===== src/rtl/instr_queue_param_pkg.sv =====
// Shared decode/dispatch types: default field widths, the NOP opcode and the
// instruction record that the queue, RS and ROB exchange.
package viola_pkg;

    localparam int OP_W_DEF  = 5;
    localparam int REG_W_DEF = 5;
    localparam int IMM_W_DEF = 32;

    localparam logic [OP_W_DEF-1:0] NOP_OP = 5'b11111;

    typedef struct packed {
        logic [OP_W_DEF-1:0]  op;
        logic [REG_W_DEF-1:0] rs1;
        logic [REG_W_DEF-1:0] rs2;
        logic [REG_W_DEF-1:0] rd;
        logic [IMM_W_DEF-1:0] imm;
        logic                 has_imm;
    } instr_t;

endpackage


===== src/rtl/instr_queue_param_if.sv =====
// Decoder-to-issue bundle for the instruction queue: decoded instruction in,
// backpressure and status, dispatched instruction out.
interface instr_queue_param_if
    import viola_pkg::*;
#(
    parameter int DEPTH = 16,
    parameter int OP_W  = OP_W_DEF,
    parameter int REG_W = REG_W_DEF,
    parameter int IMM_W = IMM_W_DEF
) ();
    localparam int CNT_W = $clog2(DEPTH + 1);

    logic [OP_W-1:0]  op;
    logic [REG_W-1:0] rs1;
    logic [REG_W-1:0] rs2;
    logic [REG_W-1:0] rd;
    logic [IMM_W-1:0] imm;
    logic             has_imm;
    logic             flush;
    logic             rs_full;
    logic             rob_full;

    logic             iq_full;
    logic             iq_afull;
    logic [CNT_W-1:0] count;
    logic             shooted;
    logic [OP_W-1:0]  op_out;
    logic [REG_W-1:0] rs1_out;
    logic [REG_W-1:0] rs2_out;
    logic [REG_W-1:0] rd_out;
    logic [IMM_W-1:0] imm_out;
    logic             has_imm_out;

    modport master (
        output op, rs1, rs2, rd, imm, has_imm, flush, rs_full, rob_full,
        input  iq_full, iq_afull, count, shooted,
               op_out, rs1_out, rs2_out, rd_out, imm_out, has_imm_out
    );

    modport slave (
        input  op, rs1, rs2, rd, imm, has_imm, flush, rs_full, rob_full,
        output iq_full, iq_afull, count, shooted,
               op_out, rs1_out, rs2_out, rd_out, imm_out, has_imm_out
    );

endinterface


===== src/rtl/instr_queue_param_ring_buffer.sv =====
// Generic DEPTH x WIDTH circular buffer; pointers wrap at DEPTH-1 so DEPTH need
// not be a power of two. Callers must not push when full or pop when empty.
module iq_ring_buffer #(
    parameter int DEPTH = 16,
    parameter int WIDTH = 8
) (
    input  logic                         clk,
    input  logic                         rst,
    input  logic                         clr,
    input  logic                         push,
    input  logic                         pop,
    input  logic [WIDTH-1:0]             wdata,
    output logic [WIDTH-1:0]             rdata,
    output logic [$clog2(DEPTH+1)-1:0]   count,
    output logic                         full,
    output logic                         empty
);
    localparam int PTR_W = (DEPTH > 1) ? $clog2(DEPTH) : 1;
    localparam int CNT_W = $clog2(DEPTH + 1);

    logic [WIDTH-1:0] mem [DEPTH];
    logic [PTR_W-1:0] head_q, head_d, tail_q, tail_d;
    logic [CNT_W-1:0] count_q, count_d;

    function automatic logic [PTR_W-1:0] wrap_inc(input logic [PTR_W-1:0] p);
        return (p == PTR_W'(DEPTH - 1)) ? '0 : p + PTR_W'(1);
    endfunction

    always_comb begin
        head_d  = head_q;
        tail_d  = tail_q;
        count_d = count_q;
        if (clr) begin
            head_d  = '0;
            tail_d  = '0;
            count_d = '0;
        end else begin
            if (push) tail_d = wrap_inc(tail_q);
            if (pop)  head_d = wrap_inc(head_q);
            case ({push, pop})
                2'b10:   count_d = count_q + CNT_W'(1);
                2'b01:   count_d = count_q - CNT_W'(1);
                default: count_d = count_q;
            endcase
        end
    end

    always_ff @(posedge clk) begin
        if (rst) begin
            head_q  <= '0;
            tail_q  <= '0;
            count_q <= '0;
        end else begin
            head_q  <= head_d;
            tail_q  <= tail_d;
            count_q <= count_d;
        end
    end

    // Storage is not reset; head/tail/count alone define which entries are live.
    always_ff @(posedge clk) begin
        if (push && !clr && !rst) mem[tail_q] <= wdata;
    end

    assign rdata = mem[head_q];
    assign count = count_q;
    assign full  = (count_q == CNT_W'(DEPTH));
    assign empty = (count_q == '0);

endmodule


===== src/rtl/instr_queue_param.sv =====
// In-order instruction queue between decoder and RS/ROB dispatch: NOP decode,
// dispatch gating, branch flush and registered dispatch outputs around a ring buffer.
module instr_queue_param
    import viola_pkg::*;
#(
    parameter int DEPTH        = 16,
    parameter int OP_W         = OP_W_DEF,
    parameter int REG_W        = REG_W_DEF,
    parameter int IMM_W        = IMM_W_DEF,
    parameter int AFULL_MARGIN = 2
) (
    input  logic                clk,
    input  logic                rst,
    instr_queue_param_if.slave  bus
);
    localparam int CNT_W = $clog2(DEPTH + 1);
    localparam int ENT_W = OP_W + 3 * REG_W + IMM_W + 1;
    localparam logic [OP_W-1:0] NOP = {OP_W{1'b1}};

    typedef struct packed {
        logic [OP_W-1:0]  op;
        logic [REG_W-1:0] rs1;
        logic [REG_W-1:0] rs2;
        logic [REG_W-1:0] rd;
        logic [IMM_W-1:0] imm;
        logic             has_imm;
    } entry_t;

    localparam entry_t OUT_RST = entry_t'({NOP, {(ENT_W - OP_W){1'b0}}});

    entry_t           wr_entry, rd_entry;
    entry_t           out_q, out_d;
    logic             shooted_q, shooted_d;
    logic             enq, deq;
    logic             rb_full, rb_empty;
    logic [CNT_W-1:0] rb_count;

    assign wr_entry = {bus.op, bus.rs1, bus.rs2, bus.rd, bus.imm, bus.has_imm};

    // Full blocks enqueue even when a dequeue frees a slot in the same cycle.
    assign enq = (bus.op != NOP) && !rb_full && !bus.flush && !rst;
    assign deq = !rb_empty && !bus.rs_full && !bus.rob_full && !bus.flush && !rst;

    iq_ring_buffer #(
        .DEPTH (DEPTH),
        .WIDTH (ENT_W)
    ) u_ring (
        .clk   (clk),
        .rst   (rst),
        .clr   (bus.flush),
        .push  (enq),
        .pop   (deq),
        .wdata (wr_entry),
        .rdata (rd_entry),
        .count (rb_count),
        .full  (rb_full),
        .empty (rb_empty)
    );

    always_comb begin
        out_d     = out_q;
        out_d.op  = NOP;
        shooted_d = 1'b0;
        if (bus.flush) begin
            out_d = OUT_RST;
        end else if (deq) begin
            out_d     = rd_entry;
            shooted_d = 1'b1;
        end
    end

    always_ff @(posedge clk) begin
        if (rst) begin
            out_q     <= OUT_RST;
            shooted_q <= 1'b0;
        end else begin
            out_q     <= out_d;
            shooted_q <= shooted_d;
        end
    end

    assign bus.iq_full     = rb_full;
    assign bus.iq_afull    = (rb_count >= CNT_W'(DEPTH - AFULL_MARGIN));
    assign bus.count       = rb_count;
    assign bus.shooted     = shooted_q;
    assign bus.op_out      = out_q.op;
    assign bus.rs1_out     = out_q.rs1;
    assign bus.rs2_out     = out_q.rs2;
    assign bus.rd_out      = out_q.rd;
    assign bus.imm_out     = out_q.imm;
    assign bus.has_imm_out = out_q.has_imm;

endmodule


===== src/flat_wrapper.sv =====
// flat-port wrapper written by rule: the top's interface ports become plain ports
module instr_queue_param_flat import viola_pkg::*;
#(
    parameter int DEPTH        = 16,
    parameter int OP_W         = OP_W_DEF,
    parameter int REG_W        = REG_W_DEF,
    parameter int IMM_W        = IMM_W_DEF,
    parameter int AFULL_MARGIN = 2
)
  (clk, rst, bus_op, bus_rs1, bus_rs2, bus_rd, bus_imm, bus_has_imm, bus_flush, bus_rs_full, bus_rob_full, bus_iq_full, bus_iq_afull, bus_count, bus_shooted, bus_op_out, bus_rs1_out, bus_rs2_out, bus_rd_out, bus_imm_out, bus_has_imm_out);
  instr_queue_param_if #(.DEPTH(DEPTH), .OP_W(OP_W), .REG_W(REG_W), .IMM_W(IMM_W)) bus_i ();
  input  logic clk;
  input  logic rst;
  input wire logic [$bits(bus_i.op)-1:0] bus_op;
  input wire logic [$bits(bus_i.rs1)-1:0] bus_rs1;
  input wire logic [$bits(bus_i.rs2)-1:0] bus_rs2;
  input wire logic [$bits(bus_i.rd)-1:0] bus_rd;
  input wire logic [$bits(bus_i.imm)-1:0] bus_imm;
  input wire logic [$bits(bus_i.has_imm)-1:0] bus_has_imm;
  input wire logic [$bits(bus_i.flush)-1:0] bus_flush;
  input wire logic [$bits(bus_i.rs_full)-1:0] bus_rs_full;
  input wire logic [$bits(bus_i.rob_full)-1:0] bus_rob_full;
  output wire logic [$bits(bus_i.iq_full)-1:0] bus_iq_full;
  output wire logic [$bits(bus_i.iq_afull)-1:0] bus_iq_afull;
  output wire logic [$bits(bus_i.count)-1:0] bus_count;
  output wire logic [$bits(bus_i.shooted)-1:0] bus_shooted;
  output wire logic [$bits(bus_i.op_out)-1:0] bus_op_out;
  output wire logic [$bits(bus_i.rs1_out)-1:0] bus_rs1_out;
  output wire logic [$bits(bus_i.rs2_out)-1:0] bus_rs2_out;
  output wire logic [$bits(bus_i.rd_out)-1:0] bus_rd_out;
  output wire logic [$bits(bus_i.imm_out)-1:0] bus_imm_out;
  output wire logic [$bits(bus_i.has_imm_out)-1:0] bus_has_imm_out;
  assign bus_i.op = bus_op;
  assign bus_i.rs1 = bus_rs1;
  assign bus_i.rs2 = bus_rs2;
  assign bus_i.rd = bus_rd;
  assign bus_i.imm = bus_imm;
  assign bus_i.has_imm = bus_has_imm;
  assign bus_i.flush = bus_flush;
  assign bus_i.rs_full = bus_rs_full;
  assign bus_i.rob_full = bus_rob_full;
  assign bus_iq_full = bus_i.iq_full;
  assign bus_iq_afull = bus_i.iq_afull;
  assign bus_count = bus_i.count;
  assign bus_shooted = bus_i.shooted;
  assign bus_op_out = bus_i.op_out;
  assign bus_rs1_out = bus_i.rs1_out;
  assign bus_rs2_out = bus_i.rs2_out;
  assign bus_rd_out = bus_i.rd_out;
  assign bus_imm_out = bus_i.imm_out;
  assign bus_has_imm_out = bus_i.has_imm_out;
  instr_queue_param #(.DEPTH(DEPTH), .OP_W(OP_W), .REG_W(REG_W), .IMM_W(IMM_W), .AFULL_MARGIN(AFULL_MARGIN)) u_core (.clk(clk), .rst(rst), .bus(bus_i));
endmodule

===== config.mk =====
export PLATFORM = sky130hd
export DESIGN_NAME = instr_queue_param_flat
export DESIGN_NICKNAME = d
export VERILOG_FILES = /design/src/rtl/instr_queue_param_pkg.sv /design/src/rtl/instr_queue_param_if.sv /design/src/rtl/instr_queue_param_ring_buffer.sv /design/src/rtl/instr_queue_param.sv /design/src/flat_wrapper.sv
export SDC_FILE = /design/constraint.sdc
export NUM_CORES = 1
export LEC_CHECK = 0
export BUFFER_PORTS_ARGS = -buffer_cell sky130_fd_sc_hd__buf_4
export CAP_MARGIN = 20
export CORE_MARGIN = 2
export CORE_UTILIZATION = 45
export DETAILED_ROUTE_END_ITERATION = 7
export MAX_ROUTING_LAYER = met4
export PLACE_DENSITY = 0.58
export RECOVER_POWER = 100
export SLEW_MARGIN = 30
export SYNTH_ARGS = -nofsm -noshare
export SYNTH_HDL_FRONTEND = slang
export SYNTH_HIERARCHICAL = 1
export SYNTH_SLANG_ARGS = --single-unit

===== constraint.sdc =====
create_clock -name clk -period 13.77 [get_ports clk]
set_input_delay 2.0655 -clock clk [delete_from_list [all_inputs] [get_ports clk]]
set_output_delay 2.0655 -clock clk [all_outputs]
set_load 0.05 [all_outputs]

==> summary.md <==
| Metric | Value |
|---|---|
| TritonCTS clock tree | `done` |
| Cells along the critical path | `buf_4, or2_2, clkbuf_1, a311oi_1, nand2b_1, nor3_1, and2_0, clkbuf_1, clkbuf_1` |
| Max Clk Rate | `112 MHz` |
| Count of TritonRoute iterations in the first routing pass | `5` |
| Total Routed Length | `76.3 mm` |
| Power density of the placed cells | `144 mW/mm^2` |
| Total of fill cells in the finished design | `6210` |
| Average footprint of a synthesized cell | `21.1 sq um` |
| Primary FF master, synth | `sky130_fd_sc_hd__edfxtp_1` |
| Final estimated routing congestion in global placement | `0.698` |
| CTS buffer count | `94` |
| Relative slew slack | `-212%` |
| Number of antenna violations at the first check in global routing | `4` |
| Worst Path Arrival | `9.18 ns` |
| Max-slew violations | `1030` |
| Status | `finished, violations left` |
| Row count | `102` |
| Type of element launching the critical path | `primary input` |
| Root buffer cell | `sky130_fd_sc_hd__clkbuf_16` |
| Post-detailed-route via-to-cell ratio | `5.78` |
| Max Buffers Root-to-Sink | `3` |
| Design Area, Final | `0.0397 sq mm` |
| I/O pin total | `119` |
| Post-CTS setup buffers | `0` |
| Delay of the slowest critical-path stage | `1.28 ns` |
| Syn_nets | `1730` |
| Post-synthesis sequential area ratio | `76.7%` |
| Register clock-pin slew on the reported worst setup and hold paths | `0.06 ns` |
| Most frequent cell on the critical path | `sky130_fd_sc_hd__clkbuf_1` |
| PortBufs | `118` |
| FF+latch count, synth | `919` |
| Maximum clock skew at final layout | `0.0225 ns` |
| Post-Synthesis Cell Area | `0.0351 sq mm` |
| TritonCTS Sinks | `919` |
| Part of the cycle the worst path needs | `65.0%` |
| Number of global-route vias before repair | `17818` |
| Post-Route Setup TNS | `0 ns` |
| Count of vias placed by the detailed router | `16856` |
| Transition at the pin with the smallest max-transition slack | `4.67 ns` |
| Gate Count Post-Synth | `1663` |
| Final setup viols | `0` |
| Most frequent cells in the layout | `sky130_fd_sc_hd__edfxtp_1, sky130_fd_sc_hd__mux4_2, sky130_fd_sc_hd__clkbuf_1` |
| Reported max-cap violation count | `32` |
| Core box area | `0.0773 sq mm` |
| Net count of the finished layout | `1863` |
| Crit Path Category | `primary input to flip-flop` |
| GRT Resource Usage Total | `19.7%` |
| Number of hold violations in the final report | `0` |
| Post-cts repair resize count | `0` |
| Number of enable flip-flop cells after synthesis | `848` |
| Number of design-rule violations left by the first detailed-router iteration | `1489` |
| Hold Buf Count CTS | `0` |
| Layout cell share with drive strength beyond 1 | `20.1%` |
| Fin worst setup slack | `4.82 ns` |
| Critical path required time | `14.00 ns` |
| Shortest clock period the worst path allows after layout | `8.95 ns` |
| DRT antenna net count | `0` |
| CP max stage cell | `sky130_fd_sc_hd__clkbuf_1` |
| Area growth syn-to-layout | `13.1%` |
| Number of H-tree levels | `3` |
| Post-synth ARST share | `0%` |
| HPWL reported at the end of detailed placement | `40.5 mm` |
| Global-route wire length before repair | `114 mm` |
| Effective utilization at floorplan | `45.3%` |
| Hold/Removal Path Class | `flip-flop to flip-flop` |
| Average detailed-routed wire length per instance | `26.2 um` |
| Die footprint | `0.0801 sq mm` |
| Worst slack, placed | `8.19 ns` |
| GRT Residual Overflow | `0` |
| Maximum number of pins on one net before global-route repair | `95` |
| Setup repair after global routing missed its margin | `no` |
| Nature of the critical path endpoint | `flip-flop` |
| Post-place instance area | `0.0371 sq mm` |
| Chip height | `283 um` |
| Failing checks | `max-capacitance violations, max-slew violations` |
| Clock insertion delay at the later pin of the skew report | `0.64 ns` |
| Most common cell after layout, fill and taps aside | `sky130_fd_sc_hd__edfxtp_1` |
| Max Fanout on Critical Path | `56` |
| Yosys warnings | `6` |
| Peak supply drop | `100 uV` |
| Width of the die | `283 um` |
| Post-synthesis cell type count | `44` |
| Leakage power total | `11.9 nW` |
| DRC Markers | `0` |
-- area by class of cell --
cell class / instances / area [sq um] / share of cell area, %
tap: 1040 / 1300 / 3.28
clock inverter: 58 / 698 / 1.76
sequential: 919 / 26900 / 67.8
antenna: 3 / 7.51 / 0.0189
timing repair buffer: 149 / 636 / 1.60
inverter: 5 / 18.8 / 0.0473
multi-input combinational: 627 / 7630 / 19.2
clock buffer: 113 / 2460 / 6.21
-- cells in the mapped netlist (2+ instances only) --
master                     count  area share [%]
sky130_fd_sc_hd__edfxtp_1    848              73
sky130_fd_sc_hd__mux4_2      212              14
sky130_fd_sc_hd__a22oi_1     106             2.3
sky130_fd_sc_hd__dfxtp_1      71             4.1
sky130_fd_sc_hd__nand2_1      60            0.64
sky130_fd_sc_hd__clkbuf_1     57            0.61
sky130_fd_sc_hd__a21oi_1      55            0.79
sky130_fd_sc_hd__o31ai_1      48             1.0
sky130_fd_sc_hd__or4b_1       48             1.4
sky130_fd_sc_hd__buf_2        25            0.36
sky130_fd_sc_hd__nor2_1       16            0.17
sky130_fd_sc_hd__and2_1       15            0.27
sky130_fd_sc_hd__buf_1        13            0.14
sky130_fd_sc_hd__buf_6        10            0.32
sky130_fd_sc_hd__ha_1          9            0.32
sky130_fd_sc_hd__or3_1         8            0.14
sky130_fd_sc_hd__buf_4         7            0.15
sky130_fd_sc_hd__inv_1         5           0.054
sky130_fd_sc_hd__mux2i_1       4            0.11
sky130_fd_sc_hd__nand3_1       4           0.057
sky130_fd_sc_hd__nor3_1        4           0.057
sky130_fd_sc_hd__xor2_1        4            0.10
sky130_fd_sc_hd__nor2b_1       3           0.054
sky130_fd_sc_hd__o21ai_0       3           0.043
sky130_fd_sc_hd__a21o_1        2           0.043
sky130_fd_sc_hd__a311oi_1      2           0.050
sky130_fd_sc_hd__and3_1        2           0.036
sky130_fd_sc_hd__nand2b_1      2           0.036
sky130_fd_sc_hd__nand4b_1      2           0.050
sky130_fd_sc_hd__nor4_1        2           0.036
sky130_fd_sc_hd__nor4bb_1      2           0.057
sky130_fd_sc_hd__or4_1         2           0.043
-- stage by stage --
stage          hold WS (ns)  std cells  utilization [%]  power, mW
2_1_floorplan         0.472       1663                -       3.14
3_3_place_gp          0.459       2728             47.8       3.19
3_5_place_dp          0.463       2737             48.0       3.20
4_1_cts               0.472       2908             52.1       5.79
5_1_grt               0.489       2913             51.3       5.89
6_report              0.468       2914             51.3       5.72
-- flip-flops by register name, indices dropped and copies added (netlist names), named ones only --
name	cells
u_core/bus.rd_out	5
u_core/bus.has_imm_out	1
u_core/bus.imm_out	32
u_core/u_ring/count	5
u_core/bus.rs2_out	5
u_core/u_ring/tail_q	4
u_core/u_ring/head_q	4
u_core/bus.rs1_out	5
u_core/u_ring/mem	848
u_core/bus.shooted	1
u_core/bus.op_out	5
-- power by group --
part           internal, mW  leakage (nW)  total (mW)  switching, mW
Sequential             3.05          8.20        3.05        0.00163
Combinational        0.0127          2.18      0.0780         0.0653
Clock                  1.56          1.54        2.59           1.04
Total                  4.62          11.9        5.72           1.10
-- logic make-up after synthesis --
group                      share of synthesized area [%]
DFF                                                 76.7
muxes                                               13.7
buffers and inverters                               1.63
and+or+nand+nor                                     3.10
AOI/OAI and AO/OA                                   4.38
xor gates and xnor gates                           0.125
adders and majority gates                          0.321
-- worst max-delay path, delay by kind of cell --
kind	cells	cell delay (ns)
compound gates	1	1.21
buf+inv	4	3.76
simple gates	4	2.06
-- metal layers --
| layer | routed length (um) | up-vias | track usage [%] | part of all wire (%) |
|---|---|---|---|---|
| met5 | 0 | - | - | 0 |
| met4 | 1460 | 0 | 4.92 | 1.9 |
| li1 | - | 7312 | - | - |
| met3 | 3720 | 107 | 2.96 | 4.9 |
| met2 | 37200 | 429 | 31.2 | 49 |
| met1 | 33800 | 9008 | 27.0 | 44 |
-- final timing paths --
kind / start / end / slack (ns) / cells past startpoint
worst max register to register: u_core/u_ring/count[2] / u_core/u_ring/mem[2][27] / 7.43 / 8
worst min register to register: u_core/bus.imm_out[4] / u_core/bus.imm_out[4] / 0.47 / 2
worst min-delay path: u_core/bus.imm_out[4] / u_core/bus.imm_out[4] / 0.47 / 2
worst max-delay path: bus_flush / u_core/u_ring/mem[2][27] / 4.82 / 9
No activity file was read; power rests on OpenSTA's default activity.
